**src/rtl/ysyx_22040237_mem_arb.sv**
```systemverilog
// ysyx_22040237_mem_arb: single-port memory arbiter for IFU and LSU, one outstanding transaction
module ysyx_22040237_mem_arb #(
    parameter int ADDR_W = 64,
    parameter int DATA_W = 64
) (
    input  logic              clk,
    input  logic              rst,
    input  logic              ifu_req_valid_i,
    output logic              ifu_req_ready_o,
    input  logic [ADDR_W-1:0] ifu_addr_i,
    output logic              ifu_resp_valid_o,
    output logic [31:0]       ifu_inst_o,
    input  logic              lsu_req_valid_i,
    output logic              lsu_req_ready_o,
    input  logic [ADDR_W-1:0] lsu_addr_i,
    input  logic [6:0]        lsu_info_i,
    input  logic [DATA_W-1:0] lsu_wdata_i,
    output logic              lsu_resp_valid_o,
    output logic [DATA_W-1:0] lsu_rdata_o,
    output logic              mem_req_valid_o,
    input  logic              mem_req_ready_i,
    output logic [ADDR_W-1:0] mem_addr_o,
    output logic              mem_wen_o,
    output logic [DATA_W-1:0] mem_wdata_o,
    output logic [7:0]        mem_wmask_o,
    input  logic              mem_rvalid_i,
    input  logic [DATA_W-1:0] mem_rdata_i,
    output logic              err_misalign_o
);
    typedef enum logic [1:0] {IDLE, REQ, RESP} state_t;
    state_t r_state, w_next;
    logic [ADDR_W-1:0] r_addr;
    logic [6:0]        r_info;
    logic [DATA_W-1:0] r_wdata, r_rdata, w_rsh, w_ext;
    logic [1:0]        r_owner;
    logic [31:0]       r_inst;
    logic              r_ifu_resp, r_lsu_resp, r_err;
    logic              w_idle, w_lsu_acc, w_ifu_acc, w_acc, w_lsu_bad, w_ifu_bad, w_bad, w_done, w_us;
    logic [2:0]        w_sh;
    // a rejected request blocks arbitration for the cycle its error response is out
    assign w_idle          = (r_state == IDLE) && !r_err;
    assign lsu_req_ready_o = w_idle && lsu_req_valid_i;
    assign ifu_req_ready_o = w_idle && ifu_req_valid_i && !lsu_req_valid_i;
    assign w_lsu_acc       = lsu_req_ready_o;
    assign w_ifu_acc       = ifu_req_ready_o;
    assign w_acc           = w_lsu_acc || w_ifu_acc;
    assign w_lsu_bad = !$onehot(lsu_info_i[6:3]) || !(lsu_info_i[1] ^ lsu_info_i[0])
                     || (lsu_info_i[4] && lsu_addr_i[0])
                     || (lsu_info_i[5] && |lsu_addr_i[1:0])
                     || (lsu_info_i[6] && |lsu_addr_i[2:0]);
    assign w_ifu_bad = |ifu_addr_i[1:0];
    assign w_bad     = w_lsu_acc ? w_lsu_bad : w_ifu_bad;
    assign w_done    = (r_state == RESP) && mem_rvalid_i;
    always_ff @(posedge clk) begin
        if (rst) r_state <= IDLE;
        else     r_state <= w_next;
    end
    always_comb begin
        w_next = r_state;
        if (r_state == IDLE && w_acc && !w_bad) w_next = REQ;
        else if (r_state == REQ && mem_req_ready_i) w_next = RESP;
        else if (w_done) w_next = IDLE;
    end
    assign w_sh  = r_addr[2:0];
    assign w_us  = r_info[2];
    assign w_rsh = mem_rdata_i >> {w_sh, 3'b000};
    assign w_ext = r_info[6] ? w_rsh
                 : r_info[5] ? {{(DATA_W-32){!w_us && w_rsh[31]}}, w_rsh[31:0]}
                 : r_info[4] ? {{(DATA_W-16){!w_us && w_rsh[15]}}, w_rsh[15:0]}
                 :             {{(DATA_W-8){!w_us && w_rsh[7]}}, w_rsh[7:0]};
    always_ff @(posedge clk) begin
        if (rst) begin
            r_addr     <= '0;
            r_info     <= '0;
            r_wdata    <= '0;
            r_owner    <= '0;
            r_rdata    <= '0;
            r_inst     <= '0;
            r_ifu_resp <= 1'b0;
            r_lsu_resp <= 1'b0;
            r_err      <= 1'b0;
        end else begin
            r_ifu_resp <= 1'b0;
            r_lsu_resp <= 1'b0;
            r_err      <= 1'b0;
            if (w_acc) begin
                r_addr  <= w_lsu_acc ? lsu_addr_i : ifu_addr_i;
                r_info  <= w_lsu_acc ? lsu_info_i : 7'd0;
                r_wdata <= w_lsu_acc ? lsu_wdata_i : '0;
                r_owner <= {w_lsu_acc, w_ifu_acc};
                if (w_bad) begin
                    r_err      <= 1'b1;
                    r_lsu_resp <= w_lsu_acc;
                    r_ifu_resp <= w_ifu_acc;
                    if (w_lsu_acc) r_rdata <= '0;
                    else           r_inst  <= '0;
                end
            end
            if (w_done) begin
                r_lsu_resp <= r_owner[1];
                r_ifu_resp <= r_owner[0];
                if (r_owner[1]) r_rdata <= r_info[0] ? w_ext : '0;
                if (r_owner[0]) r_inst  <= r_addr[2] ? mem_rdata_i[63:32] : mem_rdata_i[31:0];
            end
        end
    end
    assign mem_req_valid_o  = (r_state == REQ);
    assign mem_addr_o       = {r_addr[ADDR_W-1:3], 3'b000};
    assign mem_wen_o        = r_info[1];
    assign mem_wdata_o      = r_wdata << {w_sh, 3'b000};
    assign mem_wmask_o      = !r_info[1] ? 8'h00
                            : r_info[6]  ? 8'hFF
                            : r_info[5]  ? 8'h0F << w_sh
                            : r_info[4]  ? 8'h03 << w_sh
                            : r_info[3]  ? 8'h01 << w_sh
                            :              8'h00;
    assign ifu_resp_valid_o = r_ifu_resp;
    assign ifu_inst_o       = r_inst;
    assign lsu_resp_valid_o = r_lsu_resp;
    assign lsu_rdata_o      = r_rdata;
    assign err_misalign_o   = r_err;
endmodule

```
**config.mk**
```make
export PLATFORM = sky130hd
export DESIGN_NAME = ysyx_22040237_mem_arb
export DESIGN_NICKNAME = d
export VERILOG_FILES = /design/src/rtl/ysyx_22040237_mem_arb.sv
export SDC_FILE = /design/constraint.sdc
export NUM_CORES = 1
export LEC_CHECK = 0
export BUFFER_PORTS_ARGS = -buffer_cell sky130_fd_sc_hd__buf_2
export CAP_MARGIN = 40
export CORE_MARGIN = 2
export CORE_UTILIZATION = 25
export CTS_BUF_LIST = sky130_fd_sc_hd__clkbuf_2
export DETAILED_ROUTE_END_ITERATION = 16
export HOLD_SLACK_MARGIN = 0.1
export RECOVER_POWER = 25
export SYNTH_ARGS = -nofsm -noshare
export SYNTH_HDL_FRONTEND = slang
export SYNTH_SLANG_ARGS = --single-unit
```
**constraint.sdc**
```tcl
create_clock -name clk -period 4.65 [get_ports clk]
set_input_delay 0.93 -clock clk [delete_from_list [all_inputs] [get_ports clk]]
set_output_delay 0.93 -clock clk [all_outputs]
set_load 0.02 [all_outputs]
```
Word-level counts from Yosys, hierarchy flattened
Index checks and enable logic that the tools add are counted.

Register bits after elaboration: 238. Output and inout port bits: 239. Word-level logic and storage cells: 91.

Add/subtract/negate cells: 3. Equality and inequality tests: 3. Shift-type cells: 5. Multiplexer cells: 34. Bitwise logic cells: 2. Reduce and logical (&&, ||, !) cells: 33.

Operators with widths (count): 64-bit two-way mux (11); 32-bit two-way mux (6); 64-bit by 6-bit << shifter with 64-bit output (1); 64-bit by 6-bit >> shifter with 64-bit output (1); 8-bit two-way mux (5); 1-bit logical AND (14); 1-bit two-way mux (9); 2-bit OR reduction (4); 1-bit by 3-bit << shifter with 8-bit output (first input constant) (1); 2-bit by 3-bit << shifter with 8-bit output (first input constant) (1); 4-bit by 3-bit << shifter with 8-bit output (first input constant) (1); 7-bit two-way mux (1); 1-bit zero test (6); 1-bit logical OR (5); 1-bit by 1-bit adder with 2-bit output (2); 2-bit two-way mux (2); 2-bit by 2-bit adder with 3-bit output (1); 3-bit by 1-bit == test with 1-bit output (second input constant) (1); 3-bit nonzero test (1); 3-bit OR reduction (1); 2-bit by 1-bit == test with 1-bit output (second input constant) (1); 2-bit == test (second input constant) (1); 2-bit zero test (1); 2-bit nonzero test (1); other kinds (2) (2).

Logic depth before layout (Yosys ltp)
Gate-level depths: netlist (run 1).

Word-level depth: 13. Depth in mapped cells: 12. Mapped depth without buffers: 10.

Least setup slack after synthesis (run 1)
No wires, ideal clock.

Path type: input port to flip-flop. Start point: in lsu_info_i[3]. End point: reg r_rdata[54], in the netlist lsu_rdata_o[54]. Arrival: 3.221 ns. Data required time: 4.583 ns. Slack: 1.362 ns. Stages: 12. Path buffers: 2. Cells stage by stage: inv_1 -> fa_1 -> inv_1 -> ha_1 -> ha_1 -> nor3b_1 -> nand4_1 -> a211oi_1 -> buf_2 -> clkbuf_1 -> a32oi_1 -> o21ai_2.

Word-level cells in the longest chain between the ends: 13.

Ends and longest elaborated chain: from (decl) (RTL line 16) `input logic [6:0] lsu_info_i,`; 1-bit by 1-bit adder with 2-bit output (implied by the code) (*) (RTL line 47) `assign w_lsu_bad = !$onehot(lsu_info_i[6:3]) || !(lsu_info_i[1] ^ lsu_info_i[0])`; 2-bit by 2-bit adder with 3-bit output (implied by the code) (*) (RTL line 47); 3-bit by 1-bit == test with 1-bit output (*) (RTL line 47); 1-bit zero test (*) (RTL line 47); 1-bit logical OR (*) (RTL line 47); 1-bit logical OR (*) (RTL line 48) `|| (lsu_info_i[4] && lsu_addr_i[0])`; 1-bit logical OR (*) (RTL line 49) `|| (lsu_info_i[5] && |lsu_addr_i[1:0])`; 1-bit logical OR (*) (RTL line 50) `|| (lsu_info_i[6] && |lsu_addr_i[2:0]);`; 1-bit two-way mux (*) (RTL line 52) `assign w_bad = w_lsu_acc ? w_lsu_bad : w_ifu_bad;`; 64-bit two-way mux (*) (RTL line 91) `if (w_bad) begin`; 64-bit two-way mux (*) (RTL line 86) `if (w_acc) begin`; 64-bit two-way mux (RTL line 102) `if (r_owner[1]) r_rdata <= r_info[0] ? w_ext : '0;`; 64-bit two-way mux (*) (RTL line 99) `if (w_done) begin`; to (signal assigned) (RTL line 102); to (decl) (RTL line 34) `logic [DATA_W-1:0] r_wdata, r_rdata, w_rsh, w_ext;`.

Every way passes the cells marked *; elsewhere a longest branch is shown, timed or not. A chain may end at the register's enable or synchronous reset.

Final worst setup path (run 1)
Start point: reg r_state[1]. End point: reg r_addr[44].

Word-level cells in the longest chain between the ends: 5. Elaborated cells on any way between the ends: 7. Classes of those cells: 1 x mux; 6 x reduce/logical.

Ends and longest elaborated chain: from (decl) (RTL line 31) `state_t r_state, w_next;`; from (signal assigned) (RTL line 56) `else r_state <= w_next;`; 2-bit zero test (*) (RTL line 41) `assign w_idle = (r_state == IDLE) && !r_err;`; 1-bit logical AND (*) (RTL line 41); 1-bit logical AND (2 in series) (RTL line 43) `assign ifu_req_ready_o = w_idle && ifu_req_valid_i && !lsu_req_valid_i;`; 1-bit logical OR (RTL line 46) `assign w_acc = w_lsu_acc || w_ifu_acc;`; to (signal assigned) (RTL line 87) `r_addr <= w_lsu_acc ? lsu_addr_i : ifu_addr_i;`; to (decl) (RTL line 32) `logic [ADDR_W-1:0] r_addr;`.

Marked as above.

==> impl_results.md, run 1 <==
* Hold EP: r_wdata[24]$_SDFFE_PP0N_
* Outcome: finished with violations
* Yosys warnings at 0
* Final GP Congestion at 0.902
* Post-synth top flop: dfxtp_1
* Top cells by area, synth: dfxtp_1, nor2_1, nand2_1
* Worst hold path class: in2reg
* Worst-path clk slew at 0.08 ns
* DR pass1 iterations at 6
* Max Cap Viol at 4
* Post-synth ARST share at 0%
* DP Area at around 0.016 mm2
* Vias in the first global route at about 15000
* WL final at 62900 um
* Clock Path Buffers at 3
* CTS sink count at ~240
* PostCTS Resize Cnt at 0
* Sequential share of power at 39.9%
* CTS buffer count at 71
* Fin crit period at ~4.2 ns
* Area delta synth->final at 35.6%
* Internal at 3.51 mW
* Violations in the final reports: max-capacitance violations, max-slew violations
* RSZ-0062 raised after global routing: no
* P per Cell Area at 305 mW/mm2
* Worst Path Required at roughly 5.6 ns
* Final ANT Viol Nets at 0
* Max Clock Freq at 237 MHz
* Yosys cell types at 66
* Final setup viols at 0
* RR Startpoint: r_state[1]$_SDFFE_PP0P_
* Actual slew at the worst max-slew pin at 3.09 ns
* Remaining Overflow, GRT at 0
* CTS tree: built
* Hold Crit Start: lsu_wdata_i[24]
* Largest net degree at the start of global routing at 93
* Htree depth at 3
* Switch share at a little under two fifths
* Sum of negative setup slack at 0 ns
* Io pins at 508
* First-pass GRT wire length at 91900 um
* Count leader, synth: nor2_1
* Worst setup EP type: flop
* R2R depth at 5
* Clk Latency, worst-skew pair at 0.98 ns
* Area share of fa/ha/maj cells after synthesis at under 10%
* Nets at 2511
* Peak supply drop at 0.148 mV
* First DRT Iteration DRCs at around 1400
* Dpl hpwl at 44800 um
* Synth top area share at 34.7%
* Seq/Total Area, Yosys at 34.7%
* Layout cells sized above 1 at 30.1%
* Fillers at 5639
* I/O Buffers at just over 500
* Yosys reg bits at roughly 240
* RR Endpoint: r_addr[44]$_SDFFE_PP0N_
* Syn_area_per_cell at 8.25 um2
* Via count at roughly 15000
* Initial antenna violation count at 10
* Overall Global Routing Usage at 21.3%
* Tcrit/Tclk final at 90.9%
* FP Rows at 85
* Most instantiated cells after synthesis: nor2_1, dfxtp_1, nand2_1, a22oi_1, o21ai_0
* Tot Pwr at 5.69 mW
* Leak at 8.06 nW
* Fin Clk Skew at ~0.075 ns
* Synth Area in XOR/XNOR at 0.128%
* Switching power at ~2.2 mW
* WP data arrival at 5.13 ns
* Average wire per standard cell at 21.1 um
* EDFF count, synth at 0
* Hold Path Cell Cnt at 3
* Post-route design area at around 0.019 mm2
* Clock power share at 29.4%
* Initial Util at 25.4%
* Synth area leader: dfxtp_1
* Flop2flop setup slack at 0.42 ns
* CP Max Fanout at 63
* Drt drc at 0
* Core area at 0.0540 mm2
* Syn Std Cell Area at 0.0137 mm2
* Max-slew violation count at 232
* Die width at 238 um
* Clk root buf: clkbuf_2
* Post-synthesis compound-gate area fraction at between 20% and 30%
* Die height at 238 um
* Final Hold Viols at 0
* Die area at 0.0568 mm2
* Largest family of logic cells by synthesized area: compound AO/OA/AOI/OAI gates
* Gate count of the mapped netlist at 1665
* Slew headroom at -106%
* Vias per inst at between 5 and 6
* Synth Area in Simple Gates at 16.2%
* Kind of critical path: reg2reg
* Logic pwr share at between 30% and 40%
* Post-synthesis mux area share at between 10% and 20%
* CP startpoint kind: flop
==> flip-flops by register name, indices dropped and copies added, names as in the netlist <==
signal	flops
lsu_rdata_o	64
r_addr	64
r_wdata	64
ifu_inst_o	32
r_info	7
r_owner	2
r_state	2
err_misalign_o	1
ifu_resp_valid_o	1
lsu_resp_valid_o	1
==> layer usage <==
metal | vias to the layer above | share of wire, % | track usage (%)
li1 | 7107 | - | -
met1 | 7260 | 42 | 27.5
met2 | 883 | 45 | 33.4
met3 | 140 | 9.2 | 5.48
met4 | 8 | 3.5 | 9.26
met5 | - | 0.084 | 0
==> worst max-delay path by stage <==
stage                     slack (ns)  cells after the start                         end                     from
after global placement          0.92                     11   lsu_rdata_o[9]$_SDFF_PP0_            lsu_info_i[6]
after detailed placement        0.89                     11  lsu_rdata_o[11]$_SDFF_PP0_            lsu_info_i[6]
after floorplan                 1.36                     12  lsu_rdata_o[54]$_SDFF_PP0_            lsu_info_i[3]
after CTS                       0.34                      9              mem_wmask_o[2]   r_addr[1]$_SDFFE_PP0N_
after global routing            0.17                      4     r_state[1]$_SDFFE_PP0P_                      rst
final                           0.42                      5     r_addr[44]$_SDFFE_PP0N_  r_state[1]$_SDFFE_PP0P_
==> cells in the final DEF (no fill, tap or decap), drive strengths merged, types with 23 or more instances in the layout <==
master,netlist,final
buf,137,459
nor2,250,250
dfxtp,238,238
nand2,232,232
dlygate4sd3,0,178
clkbuf,88,175
o21ai,130,130
a22oi,111,111
mux2i,87,87
a311oi,62,62
a21oi,57,57
mux2,56,56
a32oi,32,32
mux4,23,23
==> worst max-delay path, cell delays in order, from the launching register on <==
cell,delay [ns]
dfxtp_1,0.49
or4b_2,0.20
clkbuf_1,2.17
nand2_1,0.30
a311oi_1,0.40
dlygate4sd3_1,0.59
==> metrics by stage <==
| step | instances | setup WS (ns) | util (%) | hold slack, ns |
|---|---|---|---|---|
| after floorplan | 1667 | 1.36 | - | 0.432 |
| after global placement | 2668 | 0.918 | 30.0 | 0.435 |
| after detailed placement | 2675 | 0.885 | 30.2 | 0.444 |
| after CTS | 2969 | 0.344 | 34.7 | 0.100 |
| after global routing | 2973 | 0.169 | 34.5 | 0.157 |
| final | 2976 | 0.423 | 34.5 | 0.252 |
==> cell families after synthesis <==
kind of cell | after synthesis
simple gates | 538
compound gates | 469
buf+inv | 239
flops | 238
mux | 166
fa+ha+maj | 12
xor+xnor | 2
other cells | 1
==> timing repair <==
action | in CTS | in global routing
buffers inserted | 0 | 0
hold endpoints to repair | 122 | 0
hold buffers | 178 | 0
setup endpoints to repair | 0 | 0
==> area by class of cell <==
| type | count | area, um2 | area share (%) |
|---|---|---|---|
| inverters | 14 | 52.6 | 0.282 |
| diodes | 7 | 17.5 | 0.0940 |
| well taps | 696 | 871 | 4.67 |
| clock inverters | 19 | 133 | 0.712 |
| flip-flops and latches | 238 | 4780 | 25.6 |
| multi-input cells | 1190 | 7770 | 41.7 |
| clock buffers | 97 | 485 | 2.61 |
| repair buffers | 715 | 4530 | 24.3 |
==> power by group through the flow <==
stage	Combinational, mW	Sequential [mW]	Clock (mW)
2_1_floorplan	1.11	2.25	0
3_5_place_dp	1.57	2.31	0
5_1_grt	1.88	2.29	1.86
6_report	1.75	2.27	1.67
4_1_cts	1.73	2.27	1.77
3_3_place_gp	1.52	2.33	0
Power figures use the tool's default switching activity.
==> run 2: changes to the inputs <==
==> constraint.sdc (replaced) <==
create_clock -name clk -period 4.65 [get_ports clk]
set_input_delay 1.1625 -clock clk [delete_from_list [all_inputs] [get_ports clk]]
set_output_delay 1.1625 -clock clk [all_outputs]
set_load 0.02 [all_outputs]
==> run 2 against run 1 <==
  * The run still ends with max-capacitance violations, max-slew violations left
  * Critical path depth grew 1
  * Worst setup slack worse by 0.18 ns
  * Clock-buffer cell count is 7 higher
  * Via count decreased by 4.5%
  * Sequential share of layout area rose by 2.3 points
  * Wire length down 3.0%
  * Register-to-register slack better by 0.12 ns
  * Cell count fell by 5.6%
  * Sequential cell count unchanged
==> impl_results.md, run 2 (synthesized netlist as in run 1, its figures left out) <==
* R2R depth at 6 (was 5)
* Hold_buf cts at 0 (was 178)
* Final worst setup slack at 0.245 ns (was 0.423 ns)
* Leak at 7.63 nW (was 8.06 nW)
* Hold Path Cell Cnt at 3 (unchanged)
* Final ANT Viol Nets at 0 (unchanged)
* Vias per inst at 5.24 (was 5.17)
* Hold EP: r_wdata[18]$_SDFFE_PP0N_ (was r_wdata[24]$_SDFFE_PP0N_)
* Vias in the first global route at 14000 (was 14800)
* DR pass1 iterations at 5 (was 6)
* Worst path buffer plus inverter count at 2 (unchanged)
* Die width at 238 um (unchanged)
* Commonest non-fill, non-tap cells in the layout: buf_2, nor2_1, dfxtp_1 (unchanged)
* Commonest non-fill, non-tap cell in the layout: buf_2 (unchanged)
* Nets at 2334 (was 2511)
* Final setup viols at 0 (unchanged)
* Kind of critical path: reg2out (was reg2reg)
* Finished Layout Cells at 2810 (was 2976)
* Sequential share of power at 39.6% (was 39.9%)
* Clock Path Buffers at 3 (unchanged)
* Master of the slowest instance on the critical path: buf_4 (was clkbuf_1)
* Drt drc at 0 (unchanged)
* Peak supply drop at 0.184 mV (was 0.148 mV)
* Switching power at 2.17 mW (was 2.18 mW)
* DP Cell Count at 2674 (was 2675)
* Switch share at 37.7% (was 38.3%)
* Initial Util at 25.4% (unchanged)
* Logic pwr share at 27.3% (was 30.7%)
* Core occupancy in the finished layout at 31.6% (was 34.5%)
* WL met2 at 27700 um (was 28500 um)
* Final Hold Viols at 0 (unchanged)
* PostCTS Resize Cnt at 0 (unchanged)
* Worst-path clk slew at 0.11 ns (was 0.08 ns)
* Fin Clk Skew at 0.0753 ns (was 0.0751 ns)
* Average wire per standard cell at 21.7 um (was 21.1 um)
* Hold Crit Start: lsu_wdata_i[18] (was lsu_wdata_i[24])
* Core area at 0.0540 mm2 (unchanged)
* Sum of negative setup slack at 0 ns (unchanged)
* CTS sink count at 238 (unchanged)
* Tot Pwr at 5.77 mW (was 5.69 mW)
* Die area at 0.0568 mm2 (unchanged)
* WP data arrival at 3.24 ns (was 5.13 ns)
* RR Endpoint: r_wdata[5]$_SDFFE_PP0N_ (was r_addr[44]$_SDFFE_PP0N_)
* Outcome: finished with violations (unchanged)
* Largest net degree at the start of global routing at 176 (was 93)
* Dpl ws at 0.826 ns (was 0.885 ns)
* CP top delay family: buffers and inverters (unchanged)
* I/O Buffers at 504 (unchanged)
* Htree depth at 3 (unchanged)
* FP Rows at 85 (unchanged)
* Remaining Overflow, GRT at 0 (unchanged)
* Dpl hpwl at 44700 um (was 44800 um)
* P per Cell Area at 337 mW/mm2 (was 305 mW/mm2)
* Crit. path cell count at 6 (was 5)
* Die height at 238 um (unchanged)
* CP most frequent cell: a21oi_1
* Post-CTS setup buffer count at 0 (unchanged)
* Max Clock Freq at 227 MHz (was 237 MHz)
* First-pass GRT wire length at 89000 um (was 91900 um)
* Slew headroom at -160% (was -106%)
* Tcrit/Tclk final at 94.7% (was 90.9%)
* Met1 WL at 26100 um (was 26400 um)
* CP startpoint kind: flop (unchanged)
* Initial antenna violation count at 8 (was 10)
* RSZ-0062 raised after global routing: no (unchanged)
* CTS buffer count at 72 (was 71)
* Slowest cell delay on critical path at 0.71 ns (was 2.17 ns)
* Io pins at 508 (unchanged)
* Max Cap Viol at 2 (was 4)
* Area delta synth->final at 24.4% (was 35.6%)
* Worst hold path class: in2reg (unchanged)
* Violations in the final reports: max-capacitance violations, max-slew violations (unchanged)
* CTS tree: built (unchanged)
* Crit path cell chain: buf_4 -> nand3_1 -> nor2_1 -> a21oi_1 -> a21oi_1 -> buf_2 (was or4b_2 -> clkbuf_1 -> nand2_1 -> a311oi_1 -> dlygate4sd3_1)
* WL final at 61000 um (was 62900 um)
* First DRT Iteration DRCs at 1353 (was 1383)
* Actual slew at the worst max-slew pin at 3.90 ns (was 3.09 ns)
* Worst setup EP type: output pin (was flop)
* Overall Global Routing Usage at 20.6% (was 21.3%)
* Clk Latency, worst-skew pair at 0.99 ns (was 0.98 ns)
* Worst Path Required at 3.49 ns (was 5.55 ns)
* Final GP Congestion at 0.934 (was 0.902)
* Clock power share at 33.1% (was 29.4%)
* Internal at 3.59 mW (was 3.51 mW)
* Flop2flop setup slack at 0.54 ns (was 0.42 ns)
* Layout cells sized above 1 at 36.6% (was 30.1%)
* RR Startpoint: r_state[0]$_SDFFE_PP0P_ (was r_state[1]$_SDFFE_PP0P_)
* CP Max Fanout at 63 (unchanged)
* Metal3 WL at 5350 um (was 5760 um)
* Clk root buf: clkbuf_2 (unchanged)
* Max Used Layer: met5 (unchanged)
* Max-slew violation count at 205 (was 232)
* Via count at 14700 (was 15400)
* Fin crit period at 4.40 ns (was 4.23 ns)
==> run 2: cell count changes in the layout (fill, tap and decap cells not counted), moves of 3 or more <==
cell,previous run,this run
clkinv_2,3,7
dlygate4sd3_1,178,0
buf_2,430,503
bufinv_16,2,5
clkbuf_2,98,107
clkbuf_1,77,0
==> run 2: stage by stage <==
step | area, um2 | hold slack (ns)
4_1_cts | 17100 | 0.236
3_5_place_dp | 16300 | 0.440
5_1_grt | 17100 | 0.264
3_3_place_gp | 16300 | 0.436
2_1_floorplan | 13700 | 0.432
6_report | 17100 | 0.415
==> run 2: final cells by class <==
| cell class | count | area (um2) |
|---|---|---|
| antenna | 7 | 17.5 |
| clock buffer | 104 | 520 |
| clock inverter | 24 | 234 |
| fill | 5845 | 36900 |
| inverter | 14 | 52.6 |
| multi-input combinational | 1190 | 7770 |
| sequential | 238 | 4780 |
| tap | 696 | 871 |
| timing repair buffer | 537 | 2850 |
==> run 2: worst max-delay path by stage <==
stage,startpoint,endpoint
floorplan,lsu_info_i[3],lsu_rdata_o[54]$_SDFF_PP0_
global placement,lsu_info_i[6],lsu_rdata_o[9]$_SDFF_PP0_
detailed placement,lsu_info_i[3],lsu_rdata_o[50]$_SDFF_PP0_
CTS,r_addr[1]$_SDFFE_PP0N_,mem_wmask_o[2]
global route,r_addr[2]$_SDFFE_PP0N_,mem_wmask_o[5]
finish,r_addr[2]$_SDFFE_PP0N_,mem_wmask_o[5]
==> run 2: layer usage <==
| layer | vias to the layer above | global-route usage, % |
|---|---|---|
| met5 | - | 0 |
| met3 | 101 | 5.23 |
| met4 | 4 | 8.62 |
| met1 | 7069 | 27.3 |
| li1 | 6763 | - |
| met2 | 774 | 31.8 |
==> run 2: power by group through the flow <==
stage	Clock (mW)	Sequential [mW]	Combinational, mW
after floorplan	0	2.25	1.11
after global placement	0	2.32	1.54
after detailed placement	0	2.33	1.56
after CTS	2.01	2.28	1.57
after global routing	2.12	2.30	1.70
final	1.91	2.28	1.58
==> run 2: tightest hold or removal path: stages <==
cell     delay (ns)
buf_2          0.08
a22oi_1        0.06
nor2_1         0.08
==> run 3: changes to the inputs <==
Settings changed: CORE_AREA set to 2 2 196 198, CORE_MARGIN 2 to unset, CORE_UTILIZATION 25 to unset, DIE_AREA set to 0 0 198 200.
==> run 3 against run 2 <==
  * Largest power group unchanged
  * First-iteration DRC count fell by 21%
  * Maximum frequency up 3.3%
  * The flow still finishes with violations (max-capacitance violations, max-slew violations)
  * Clock power down 17%
==> impl_results.md, run 3 (synthesized netlist as in run 1, its figures left out) <==
* Outcome: finished with violations (unchanged)
* Violations in the final reports: max-capacitance violations, max-slew violations (unchanged)
* Kind of critical path: reg2out (unchanged)
* CTS sink count at 238 (unchanged)
* Commonest non-fill, non-tap cell in the layout: buf_2 (unchanged)
* Dpl hpwl at 41600 um (was 44700 um)
* Sequential share of power at 42.1% (was 39.6%)
* WL final at 56800 um (was 61000 um)
* Average wire per standard cell at 21.7 um (about the same)
* Post-route design area at 0.0167 mm2 (was 0.0171 mm2)
* RR Endpoint: r_addr[36]$_SDFFE_PP0N_ (was r_wdata[5]$_SDFFE_PP0N_)
* Max-slew violation count at 252 (was 205)
* Dpl ws at 0.811 ns (was 0.826 ns)
* Worst-path clk slew at 0.10 ns (was 0.11 ns)
* First DRT Iteration DRCs at 1069 (was 1353)
* Logic pwr share at 28.6% (was 27.3%)
* Commonest non-fill, non-tap cells in the layout: buf_2, nor2_1, dfxtp_1 (unchanged)
* Hold Crit Start: ifu_addr_i[2] (was lsu_wdata_i[18])
* Die width at 198 um (was 238 um)
* Slew headroom at -102% (was -160%)
* Drt drc at 0 (unchanged)
* Vias per inst at 5.49 (was 5.24)
* Fillers at 3867 (was 5845)
* Max Cap Viol at 5 (was 2)
* FP Rows at 71 (was 85)
* Vias in the first global route at 13500 (was 14000)
* Flop2flop setup slack at 0.65 ns (was 0.54 ns)
* Clock power share at 29.3% (was 33.1%)
* DP Cell Count at 2492 (was 2674)
* Hold EP: r_addr[2]$_SDFFE_PP0N_ (was r_wdata[18]$_SDFFE_PP0N_)
* Worst Path Required at 3.49 ns (about the same)
* PostCTS Resize Cnt at 0 (unchanged)
* First-pass GRT wire length at 82500 um (was 89000 um)
* Fin Clk Skew at 0.0587 ns (was 0.0753 ns)
* Actual slew at the worst max-slew pin at 3.03 ns (was 3.90 ns)
* Max Clock Freq at 235 MHz (was 227 MHz)
* RR Startpoint: r_state[0]$_SDFFE_PP0P_ (unchanged)
* Finished Layout Cells at 2621 (was 2810)
* Sum of negative setup slack at 0 ns (unchanged)
* Initial Util at 36.7% (was 25.4%)
* Clk root buf: clkbuf_2 (unchanged)
* Via count at 14400 (was 14700)
* Die area at 0.0396 mm2 (was 0.0568 mm2)
* Core area at 0.0374 mm2 (was 0.0540 mm2)
* P per Cell Area at 325 mW/mm2 (was 337 mW/mm2)
* Final GP Congestion at 0.915 (was 0.934)
* R2R depth at 5 (was 6)
* Hold Path Cell Cnt at 3 (unchanged)
* Core occupancy in the finished layout at 44.5% (was 31.6%)
* CTS buffer count at 70 (was 72)
* DR pass1 iterations at 5 (unchanged)
* Internal at 3.33 mW (was 3.59 mW)
* I/O Buffers at 504 (unchanged)
* Worst hold path class: in2reg (unchanged)
* Switching power at 2.09 mW (was 2.17 mW)
* Tot Pwr at 5.42 mW (was 5.77 mW)
* Overall Global Routing Usage at 27.6% (was 20.6%)
* Clk Latency, worst-skew pair at 0.95 ns (was 0.99 ns)
* CTS tree: built (unchanged)
* Die height at 200 um (was 238 um)
* Layout cells sized above 1 at 36.0% (was 36.6%)
* Remaining Overflow, GRT at 0 (unchanged)
* Final Hold Viols at 0 (unchanged)
* Final worst setup slack at 0.387 ns (was 0.245 ns)
* Initial antenna violation count at 9 (was 8)
* Post-CTS setup buffer count at 0 (unchanged)
* Clock Path Buffers at 3 (unchanged)
* Area delta synth->final at 21.2% (was 24.4%)
* Leak at 7.52 nW (was 7.63 nW)
* CP Max Fanout at 59 (was 63)
* Io pins at 508 (unchanged)
* Final setup viols at 0 (unchanged)
* Htree depth at 3 (unchanged)
* CP startpoint kind: flop (unchanged)
* WP data arrival at 3.10 ns (was 3.24 ns)
* Hold_buf cts at 0 (unchanged)
* Worst setup EP type: output pin (unchanged)
* Nets at 2334 (unchanged)
* WHS at 0.458 ns (was 0.415 ns)
* Final ANT Viol Nets at 0 (unchanged)
* Peak supply drop at 0.148 mV (was 0.184 mV)
* RSZ-0062 raised after global routing: no (unchanged)
* Fin crit period at 4.26 ns (was 4.40 ns)
* DP Area at 0.0161 mm2 (was 0.0163 mm2)
* Largest net degree at the start of global routing at 86 (was 176)
* Tcrit/Tclk final at 91.7% (was 94.7%)
* Switch share at 38.6% (was 37.7%)
[run 3: final cells by class]
class                      count  area (um2)  area share [%]
clock buffer                  97         485            2.91
sequential                   238        4780            28.7
multi-input combinational   1190        7760            46.6
clock inverter                22         119           0.714
tap                          511         639            3.84
inverter                      14        52.6           0.316
antenna                       10        25.0           0.150
timing repair buffer         539        2790            16.8
[run 3: per-layer routing]
layer	part of all wire, %	up-vias	track usage [%]
met3	7.8	126	6.82
met2	46	686	42.5
met5	0.023	-	0
met4	3.9	2	12.7
met1	43	6824	36.5
li1	-	6761	-
[run 3: worst max path at each step]
stage	start	endpoint	slack, ns
2_1_floorplan	lsu_info_i[3]	lsu_rdata_o[54]$_SDFF_PP0_	1.13
3_3_place_gp	lsu_info_i[3]	lsu_rdata_o[41]$_SDFF_PP0_	0.86
3_5_place_dp	lsu_info_i[3]	lsu_rdata_o[45]$_SDFF_PP0_	0.81
4_1_cts	r_addr[0]$_SDFFE_PP0N_	mem_wdata_o[27]	0.24
5_1_grt	r_addr[0]$_SDFFE_PP0N_	mem_wdata_o[27]	0.11
6_report	r_addr[0]$_SDFFE_PP0N_	mem_wdata_o[56]	0.39
[run 3: power by group through the flow]
stage	Clock, mW	Combinational (mW)	Sequential [mW]
2_1_floorplan	0	1.11	2.25
4_1_cts	1.65	1.54	2.28
3_3_place_gp	0	1.51	2.32
6_report	1.59	1.55	2.28
5_1_grt	1.75	1.67	2.30
3_5_place_dp	0	1.53	2.33
[run 3: critical path, cell delays in order (launching register included)]
cell and delay (ns):
dfxtp_4 0.64, buf_4 0.66, a211oi_1 0.14, a211o_1 0.37, o21ai_0 0.09, buf_2 0.21
